## config.mk

```make
export PLATFORM = sky130hd
export DESIGN_NAME = counter4b_monitor
export DESIGN_NICKNAME = d
export VERILOG_FILES = /design/src/rtl/counter4b_monitor.sv
export SDC_FILE = /design/constraint.sdc
export NUM_CORES = 1
export LEC_CHECK = 0
export ABC_CLOCK_PERIOD_IN_PS = 2800
export BUFFER_PORTS_ARGS = -buffer_cell sky130_fd_sc_hd__buf_4
export CORE_AREA = 2 2 49 60
export DETAILED_ROUTE_END_ITERATION = 8
export DIE_AREA = 0 0 51 62
export GPL_ROUTABILITY_DRIVEN = 0
export GPL_TIMING_DRIVEN = 0
export HOLD_SLACK_MARGIN = 0.15
export PLACE_DENSITY_LB_ADDON = 0.2
export SLEW_MARGIN = 20
export SYNTH_ARGS = -nofsm -noshare
export SYNTH_HDL_FRONTEND = slang
export SYNTH_SLANG_ARGS = --single-unit
export TNS_END_PERCENT = 1
```

## constraint.sdc

```tcl
create_clock -name ck -period 2.8 [get_ports ck]
set_input_delay 0.14 -clock ck [delete_from_list [all_inputs] [get_ports ck]]
set_output_delay 0.14 -clock ck [all_outputs]
set_load 0.01 [all_outputs]
```

## src/rtl/counter4b_monitor.sv

```systemverilog
// Self-checking consumer of a 4-bit up-counter interface: verifies +1 mod 16
// stepping and the ripple carry, reports violations while locked and counts wraps.
module counter4b_monitor #(
    parameter int LOCK_N = 2,
    parameter int WRAP_W = 8,
    parameter int ERR_W  = 8
) (
    input  logic              ck,
    input  logic              rst,
    input  logic              Qa,
    input  logic              Qb,
    input  logic              Qc,
    input  logic              Qd,
    input  logic              Rc,
    output logic              locked,
    output logic              err,
    output logic [ERR_W-1:0]  err_cnt,
    output logic [WRAP_W-1:0] wraps
);

    typedef enum logic {SYNC = 1'b0, LOCKED = 1'b1} state_t;

    localparam logic [4:0] LOCK_V = 5'(LOCK_N);

    state_t            state_reg, state_next;
    logic [3:0]        q_prev_reg;
    logic              have_prev_reg;
    logic [3:0]        run_reg, run_next;
    logic              err_reg, err_next;
    logic [ERR_W-1:0]  err_cnt_reg, err_cnt_next;
    logic [WRAP_W-1:0] wraps_reg, wraps_next;

    logic [3:0] q;
    logic       good;
    logic       run_done;
    logic       wrap_seen;

    assign q         = {Qd, Qc, Qb, Qa};
    assign good      = have_prev_reg && (q == q_prev_reg + 4'd1) && (Rc == (q == 4'hF));
    assign run_done  = ({1'b0, run_reg} + 5'd1) == LOCK_V;
    assign wrap_seen = (q_prev_reg == 4'hF) && (q == 4'h0);

    // State and all outputs are registered; nothing combinational reaches a port.
    always_ff @(posedge ck) begin
        if (rst) begin
            state_reg     <= SYNC;
            q_prev_reg    <= 4'd0;
            have_prev_reg <= 1'b0;
            run_reg       <= 4'd0;
            err_reg       <= 1'b0;
            err_cnt_reg   <= '0;
            wraps_reg     <= '0;
        end else begin
            state_reg     <= state_next;
            q_prev_reg    <= q;
            have_prev_reg <= 1'b1;
            run_reg       <= run_next;
            err_reg       <= err_next;
            err_cnt_reg   <= err_cnt_next;
            wraps_reg     <= wraps_next;
        end
    end

    always_comb begin
        state_next = state_reg;
        case (state_reg)
            SYNC:    if (good && run_done) state_next = LOCKED;
            LOCKED:  if (!good)            state_next = SYNC;
            default: state_next = SYNC;
        endcase
    end

    always_comb begin
        run_next     = 4'd0;
        err_next     = 1'b0;
        err_cnt_next = err_cnt_reg;
        wraps_next   = wraps_reg;
        case (state_reg)
            SYNC: begin
                if (good && !run_done) run_next = run_reg + 4'd1;
            end
            LOCKED: begin
                if (good) begin
                    if (wrap_seen) wraps_next = wraps_reg + 1'b1;
                end else begin
                    err_next = 1'b1;
                    if (!(&err_cnt_reg)) err_cnt_next = err_cnt_reg + 1'b1;
                end
            end
            default: run_next = 4'd0;
        endcase
    end

    assign locked  = (state_reg == LOCKED);
    assign err     = err_reg;
    assign err_cnt = err_cnt_reg;
    assign wraps   = wraps_reg;

endmodule

```

==> flow_metrics.tcl, run 1 <==
set metrics [dict create \
    powerDensity_nw_per_um2 380 \
    synth.distinct_cells 32 \
    seq_area_um2 541 \
    cp-start-kind "flip-flop" \
    vias 1155 \
    max_freq_ghz 0.452 \
    drt_wl_total_mm 2.67 \
    drv_slew 0 \
    reg2reg_to "wraps[6]" \
    area_growth_pct 23.0 \
    synth_cells 145 \
    reg2regPathDepth 7 \
    grt_pass1_wl_mm 4.35 \
    grt_max_degree 15 \
    wl_per_cell_um 12.6 \
    fillCellCount 249 \
    final_common_cell "dfxtp_1" \
    instances_no_fill 212 \
    fp.dieH_um 62 \
    path_max_fanout 10 \
    total_leakage_power_uw 0.000624 \
    start_util_pct 48.9 \
    dp.cells 203 \
    period_share_pct 79.0 \
    r2r-start "q_prev_reg[0]" \
    rsz0062_at_grt "no" \
    cts_buffers 3 \
    rows 21 \
    drtIter0Drc 30 \
    final_cell_mix "27 x dfxtp_1, 24 x buf_4, 10 x a21oi_1" \
    yosysWarnings 0 \
    hold_start "Rc" \
    io_buffers 24 \
    utilization_pct 60.2 \
    cts_buffer_depth 2 \
    htree_num_levels 1 \
    cts-hold-fix-buffers 5 \
    grt-ovfl-total 0 \
    core_area_um2 2650 \
    post_cts_resize_count 0 \
    syn-cell-area_um2 1300 \
    post-route-min-period_ns 2.21 \
    end_kind "flip-flop" \
    cp_slowest_cell "xnor3_1" \
    cts_tree "built" \
    dieArea_um2 3160 \
    clk_latency_ns 0.33 \
    finalNetCount 191 \
    final-hold-violation-count 0 \
    diodes 0 \
    slowest_delay_ns 0.37 \
    hp-class "primary input to flip-flop" \
    grt_antenna_before_repair 0 \
    grt_pass1_vias 1042 \
    avgSynthCellArea_um2 8.95 \
    drc 0 \
    num_io_pins 25 \
    crit_required_ns 3.06 \
    dpl.hpwl_mm 1.97 \
    vdd_drop_max_mv 0.288 \
    crit_chain "ha_1, xnor3_1, and4_4, nand4_1, clkbuf_1, or3_1, a21oi_1" \
    hold_end "locked" \
    finClkSkew_ns 0.00348 \
    drtPass1Iterations 4 \
    cts.reportedPaths.clkPinSlew_ns 0.14 \
    hold-worst-slack_ns 0.328 \
    drive_gt1_share_pct 17.4 \
    ys_ff_latch 27 \
    synth.yosys.seq_area_share_pct 41.7 \
    multi_input_area_um2 712 \
    tightest_slew_ns 0.469 \
    cap_violations 0 \
    dieWidth_um 51 \
    crit_type "flip-flop to flip-flop" \
    reg2reg_slack_ns 0.59 \
    status "finished, final reports clean" \
    vias_per_cell 5.45 \
    ctsRootBufferMaster "clkbuf_4" \
    cts_setup_buffers 0 \
    tns_ns 0 \
    slew_headroom_pct 68.7 \
    arrival_ns 2.47 \
    grtUsageTotal_pct 18.1 \
    holdPathStages 4 \
    setup_viol 0 \
    drtAntennaViolNets 0 \
    clkSinkCount 27 \
    syn_nets 157 \
]
## synthesized netlist by cell type
master / n / share of area, %
nand3_1: 9 / 3.5
a21oi_1: 10 / 3.9
dfxtp_1: 27 / 42
xnor3_1: 1 / 1.7
and3_1: 3 / 1.4
ha_1: 5 / 4.8
o21ai_0: 8 / 3.1
nand4bb_1: 2 / 1.7
or2_2: 1 / 0.48
inv_1: 5 / 1.4
mux2i_1: 1 / 0.77
o21a_1: 1 / 0.58
nor3_1: 1 / 0.39
and4_4: 1 / 0.87
nand4_1: 7 / 3.4
a31oi_1: 4 / 1.9
clkbuf_1: 4 / 1.2
buf_6: 1 / 0.87
nand2_1: 9 / 2.6
o31ai_1: 1 / 0.58
and4_1: 2 / 1.4
nor2b_1: 7 / 3.4
mux2_1: 3 / 2.6
nand4b_1: 1 / 0.68
and3_4: 1 / 0.87
xor2_1: 2 / 1.4
nor2_1: 9 / 2.6
or4_1: 1 / 0.58
xnor2_1: 6 / 4.1
and2_1: 4 / 1.9
o21ai_1: 1 / 0.39
or3_1: 7 / 3.4
## worst max-delay path by stage
stage | start | end | slack [ns] | depth (start not counted)
after global placement | q_prev_reg[0] | err_cnt[7] | 0.68 | 7
after detailed placement | q_prev_reg[0] | wraps[6] | 0.63 | 7
after floorplan | q_prev_reg[0] | err_cnt[7] | 0.75 | 7
after CTS | q_prev_reg[0] | wraps[6] | 0.60 | 7
after global routing | q_prev_reg[0] | wraps[6] | 0.51 | 7
final | q_prev_reg[0] | wraps[6] | 0.59 | 7
## where the power goes
group          leakage [uW]  internal (uW)  switching, uW  total [uW]
combinational      0.000390           24.2           21.9        46.1
sequential         0.000219            388           2.96         391
clock             0.0000150           55.9            114         170
## kinds of logic after synthesis
group	synth area share, %
adder cells (fa/ha/maj)	4.82
XOR/XNOR	7.14
flip-flops	41.7
AO/OA/AOI/OAI	10.4
buffers and inverters	3.47
AND/OR/NAND/NOR	29.1
multiplexers	3.37
## final cells by class
cell class / count / area share, %
multi-input combinational: 108 / 44.6
clock buffer: 4 / 1.65
sequential: 27 / 33.9
timing repair buffer: 29 / 14.4
buffer: 5 / 1.65
tap: 34 / 2.66
inverter: 5 / 1.18
## critical path, delay by kind of cell, from the launching register on
| kind | cells | cell delay (ns) |
|---|---|---|
| compound gates | 1 | 0.17 |
| xor+xnor | 1 | 0.37 |
| fa+ha+maj | 1 | 0.22 |
| buf+inv | 1 | 0.23 |
| flops | 1 | 0.36 |
| simple gates | 3 | 0.79 |
## per-layer routing
metal	wire (um)	track usage (%)	part of all wire [%]
met3	117	2.63	4.4
met4	39	10.0	1.5
met5	0	0	0
met1	1120	19.9	42
met2	1400	34.0	52
## per-stage QoR
stage | instance area (um2) | power (uW) | worst slack, ns
6_report | 1600 | 607 | 0.588
3_5_place_dp | 1520 | 440 | 0.633
2_1_floorplan | 1300 | 424 | 0.753
3_3_place_gp | 1520 | 438 | 0.683
4_1_cts | 1600 | 617 | 0.597
5_1_grt | 1600 | 632 | 0.507
Note: power is estimated with default switching activity, not from simulation.
==> inputs of run 2 (changes only) <==
Settings changed: ABC_CLOCK_PERIOD_IN_PS 2800 to 1840, CORE_AREA 2 2 49 60 to 2 2 51 62, DIE_AREA 0 0 51 62 to 0 0 53 64.
Clock period 2.8 ns to 1.84 ns, I/O delays scaled along.
==> flow_metrics.tcl, run 2 (same netlist as run 1, synthesis figures left out) <==
set metrics [dict create \
    diodes 0 \
    path_buf_inv 1 \
    htree_num_levels 1 \
    total_leakage_power_uw 0.000665 \
    powerDensity_nw_per_um2 555 \
    drtPass1Iterations 4 \
    clk_latency_ns 0.34 \
    grt_antenna_before_repair 0 \
    finClkSkew_ns 0.00831 \
    postPlaceCellArea_um2 1540 \
    final_cell_mix "27 x buf_4, 23 x dfxtp_1, 9 x nand3_1, 9 x nor2_1, 9 x nand2_1" \
    setup_viol 1 \
    crit_type "flip-flop to flip-flop" \
    dieArea_um2 3390 \
    ctsRootBufferMaster "clkbuf_4" \
    post-route-min-period_ns 1.84 \
    area_growth_pct 31.4 \
    slew_headroom_pct 68.2 \
    drc 0 \
    io_buffers 24 \
    setup_slack_ns -0.00352 \
    cap_violations 0 \
    arrival_ns 2.12 \
    grt_pass1_vias 1161 \
    cp_slowest_cell "dfxtp_2" \
    drive_gt1_share_pct 27.6 \
    slowest_delay_ns 0.37 \
    vias 1186 \
    rsz0062_at_grt "yes" \
    path_max_fanout 5 \
    cts.reportedPaths.clkPinSlew_ns 0.15 \
    crit_required_ns 2.12 \
    dpl.hpwl_mm 1.98 \
    vias_per_cell 5.52 \
    vdd_drop_max_mv 0.471 \
    grt_pass1_wl_mm 4.89 \
    violations "setup timing" \
    status "finished, violations left" \
    drt_wl_total_mm 2.91 \
    dieWidth_um 53 \
    grt-ovfl-total 0 \
    crit_family "simple AND/OR/NAND/NOR gates" \
    finalNetCount 194 \
    start_util_pct 47.0 \
    drtIter0Drc 51 \
    fp.dieH_um 64 \
    final_common_cell "buf_4" \
    grtUsageTotal_pct 19.0 \
    hp-class "primary input to flip-flop" \
    dp_slack_ns -0.132 \
    cts_tree "built" \
    final-hold-violation-count 0 \
    cp-start-kind "flip-flop" \
    grt_max_degree 16 \
    clkSinkCount 27 \
    cts_buffer_depth 2 \
    period_share_pct 100 \
    num_io_pins 25 \
    tightest_slew_ns 0.477 \
    max_freq_ghz 0.542 \
    rows 21 \
    hold-worst-slack_ns 0.220 \
    fin_area_um2 1710 \
    crit_chain "ha_4, xnor2_2, and4_4, nand4_1, buf_4, or3_1, a21oi_1" \
    drtAntennaViolNets 0 \
    wl_per_cell_um 13.5 \
    drv_slew 0 \
    end_kind "flip-flop" \
    cts_buffers 3 \
    core_area_um2 2760 \
]
[run 2: cell types whose count changed in the layout (fill, tap and decap cells not counted), sizes merged]
| cell | delta |
|---|---|
| buf | +3 |
| clkbuf | -1 |
| clkinv | +1 |
[run 2: timing repair]
item | in CTS | in global routing
gates resized for setup | 6 | 8
setup buffers | 3 | 0
hold buffers | 5 | 0
gates cloned | 1 | 0
hold endpoints to repair | 9 | 0
setup endpoints to repair | 5 | 10
pin swaps | 12 | 4
[run 2: path summary, 6_finish.rpt]
check | startpoint | to | slack [ns] | cells past startpoint
worst min-delay path | Rc | locked | 0.22 | 4
worst min register to register | run_reg[0] | run_reg[0] | 0.48 | 1
worst max register to register | q_prev_reg[1] | wraps[3] | -0.004 | 7
worst max-delay path | q_prev_reg[1] | wraps[3] | -0.004 | 7
[run 2: through the flow]
stage / std cells / utilization, % / TNS (ns) / power (uW)
after floorplan: 145 / - / 0 / 649
after global placement: 203 / 55.6 / -0.203 / 670
after detailed placement: 203 / 55.6 / -0.326 / 672
after CTS: 215 / 60.3 / 0 / 949
after global routing: 215 / 61.8 / -0.415 / 983
final: 215 / 61.8 / -0.00352 / 947
[run 2: tightest hold or removal path: cells and delay by family]
family | cells | cell delay (ns)
xor+xnor | 1 | 0.09
buf+inv | 1 | 0.09
simple gates | 2 | 0.25
[run 2: cell type report]
class,count,area [um2]
Fill cell,263,1050
Clock buffer,3,22.5
Clock inverter,1,5.00
Buffer,4,32.5
Timing Repair Buffer,33,260
Multi-Input combinational cell,108,778
Inverter,5,18.8
Sequential cell,27,546
Tap cell,34,42.5
[run 2: routing by layer]
layer | part of all wire (%) | global-route usage, % | vias up | wire, um
li1 | - | - | 594 | -
met1 | 41 | 20.4 | 555 | 1190
met2 | 53 | 35.6 | 32 | 1550
met3 | 4.1 | 2.80 | 5 | 118
met4 | 1.9 | 7.69 | 0 | 54
met5 | 0 | 0 | - | 0
[run 2: power by group]
part / total (uW) / switching [uW] / internal [uW]
clock: 269 / 187 / 81.9
sequential: 597 / 4.97 / 592
combinational: 80.5 / 35.6 / 44.9
total: 947 / 228 / 719
==> inputs of run 3 (changes only) <==
Settings changed: ABC_AREA set to 1, CORE_AREA 2 2 51 62 to 2 2 53 65, DIE_AREA 0 0 53 64 to 0 0 55 67.
==> flow_metrics.tcl, run 3 <==
set metrics [dict create \
    status "finished, final reports clean" \
    htree_num_levels 1 \
    max_freq_ghz 0.614 \
    total_leakage_power_uw 0.000806 \
    final-hold-violation-count 0 \
    drt_wl_total_mm 3.08 \
    tightest_slew_ns 0.579 \
    synth_top_area_cell "dfxtp_1" \
    synthTopCellsByArea "dfxtp_1 36%, nand2_1 13%, nand4_1 7.5%" \
    tns_ns 0 \
    crit_type "flip-flop to flip-flop" \
    drive_gt1_share_pct 16.3 \
    setup_slack_ns 0.211 \
    synth.distinct_cells 25 \
    clk_latency_ns 0.32 \
    post-route-min-period_ns 1.63 \
    synth_top_flop_cell "dfxtp_1" \
    drtPass1Iterations 4 \
    dieArea_um2 3690 \
    synth_async_sr_flop_share_pct 0 \
    p_switching_uw 230 \
    synth_most_common_cell "nand2_1" \
    slowest_delay_ns 0.37 \
    cts.reportedPaths.clkPinSlew_ns 0.14 \
    dieWidth_um 55 \
    synth_cells 213 \
    cts_buffer_depth 2 \
    fin_area_um2 1820 \
    sequentialPowerShare_pct 63.4 \
    cts_tree "built" \
    period_share_pct 88.5 \
    cp_slowest_cell "dfxtp_2" \
    vias_per_cell 5.10 \
    synth_edf_count 0 \
    synthTopCellsByCount "53 x nand2_1, 27 x dfxtp_1, 27 x inv_1" \
    syn_nets 225 \
    end_kind "flip-flop" \
    slew_headroom_pct 61.4 \
    swShare_pct 24.4 \
    path_buf_inv 2 \
    dpl.hpwl_mm 2.23 \
    p_clk_share_pct 26.8 \
    yosysWarnings 0 \
    hp-class "primary input to flip-flop" \
    rsz0062_at_grt "no" \
    dp_slack_ns 0.113 \
    grt_antenna_before_repair 0 \
    ctsRootBufferMaster "clkbuf_4" \
    fp.dieH_um 67 \
    cp-start-kind "flip-flop" \
    ys_ff_latch 27 \
    reg2reg_to "wraps[6]" \
    hold_start "Rc" \
    grt_pass1_vias 1285 \
    setup_viol 0 \
    cap_violations 0 \
    synth_top_cell_area_share_pct 36.2 \
    syn-cell-area_um2 1490 \
    rows 22 \
    r2r-start "q_prev_reg[0]" \
    grt_max_degree 15 \
    grtUsageTotal_pct 19.1 \
    combPwrFrac_pct 9.8 \
    vias 1439 \
    holdPathStages 7 \
    p_int_uw 712 \
    powerDensity_nw_per_um2 519 \
    finClkSkew_ns 0.00348 \
    avgSynthCellArea_um2 7.01 \
    drc 0 \
    final_cell_mix "53 x nand2_1, 27 x inv_1, 26 x dfxtp_1, 24 x buf_4, 19 x nor2_1" \
    grt_pass1_wl_mm 5.25 \
    crit_required_ns 2.10 \
    hold_end "wraps[4]" \
    synth.yosys.seq_area_share_pct 36.2 \
    vdd_drop_max_mv 0.376 \
    arrival_ns 1.89 \
    crit_family "simple AND/OR/NAND/NOR gates" \
    clkSinkCount 27 \
    cts_buffers 3 \
    drtAntennaViolNets 0 \
    start_util_pct 49.3 \
    area_growth_pct 21.5 \
    finalNetCount 259 \
    drtIter0Drc 54 \
    core_area_um2 3030 \
    grt-ovfl-total 0 \
    num_io_pins 25 \
    final_common_cell "nand2_1" \
    wl_per_cell_um 10.9 \
    reg2reg_slack_ns 0.21 \
    path_max_fanout 10 \
    drv_slew 0 \
    reg2regPathDepth 10 \
    postPlaceCellArea_um2 1720 \
    diodes 0 \
    io_buffers 24 \
    crit_chain "ha_1, inv_1, nand2_1, nand3_1, nand2_1, inv_1, nand2_2, nor2_4, nand4_1, a21oi_1" \
]
[run 3: cell count changes after synthesis, sizes merged, moves of 12 or more]
cell and delta:
nand2 +47, inv +23, nor2 +14, nand4 +12
[run 3: cell families (layout without fill, tap and decap cells)]
family / count (synthesis) / count (layout) / synth area share (%)
and+or+nand+nor: 118 / 118 / 38.4
buffers and inverters: 33 / 66 / 8.37
DFF: 27 / 27 / 36.2
AOI/OAI and AO/OA: 19 / 19 / 6.36
xor gates and xnor gates: 11 / 11 / 6.45
adders and majority gates: 5 / 5 / 4.19
[run 3: layer usage]
layer  global-route usage, %  part of all wire [%]  up-vias
li1                        -                     -      762
met1                    23.3                    48      657
met2                    33.6                    49       18
met3                    2.02                   2.3        2
met4                    6.40                  0.71        0
met5                       0                     0        -
[run 3: worst min-delay path, cell delays in order]
cell,delay [ns]
buf_4,0.12
nand2_1,0.06
nand2_1,0.06
nand2_2,0.08
nor2_4,0.07
nand4_1,0.07
a21oi_1,0.05
[run 3: what timing repair did]
action                                 4_1_cts  5_1_grt
gates resized for setup                      0        4
endpoints found under the hold margin       10        0
setup buffers                                0        0
hold buffers                                 5        0
setup endpoints to repair                    0       15
[run 3: per-stage QoR]
stage	util, %	hold WS [ns]	std cells	total power [uW]
after global placement	56.8	0.342	273	689
after CTS	59.3	0.264	282	952
after detailed placement	56.8	0.353	273	691
after floorplan	-	0.210	213	663
after global routing	60.0	0.326	282	990
final	60.0	0.301	282	942
[run 3: area by class of cell]
type	count	area, um2
well taps	36	45.0
multi-input cells	153	847
fillers	315	1210
plain buffers	4	16.3
clock buffers	4	26.3
repair buffers	29	230
inverters	29	109
flip-flops and latches	27	542
[run 3: power by group through the flow]
stage / Sequential, uW / Combinational, uW / Clock [uW]
floorplan: 608 / 54.9 / 0
global placement: 609 / 79.3 / 0
detailed placement: 610 / 81.0 / 0
CTS: 597 / 89.6 / 266
global route: 599 / 106 / 285
finish: 597 / 92.1 / 253
[run 3: worst max path at each step]
stage	endpoint	start	depth (start not counted)	slack [ns]
after floorplan	wraps[1]	q_prev_reg[0]	9	0.35
after global placement	wraps[3]	q_prev_reg[0]	6	0.10
after detailed placement	wraps[7]	q_prev_reg[0]	6	0.11
after CTS	wraps[1]	q_prev_reg[0]	6	0.08
after global routing	wraps[6]	q_prev_reg[0]	10	0.006
final	wraps[6]	q_prev_reg[0]	10	0.21
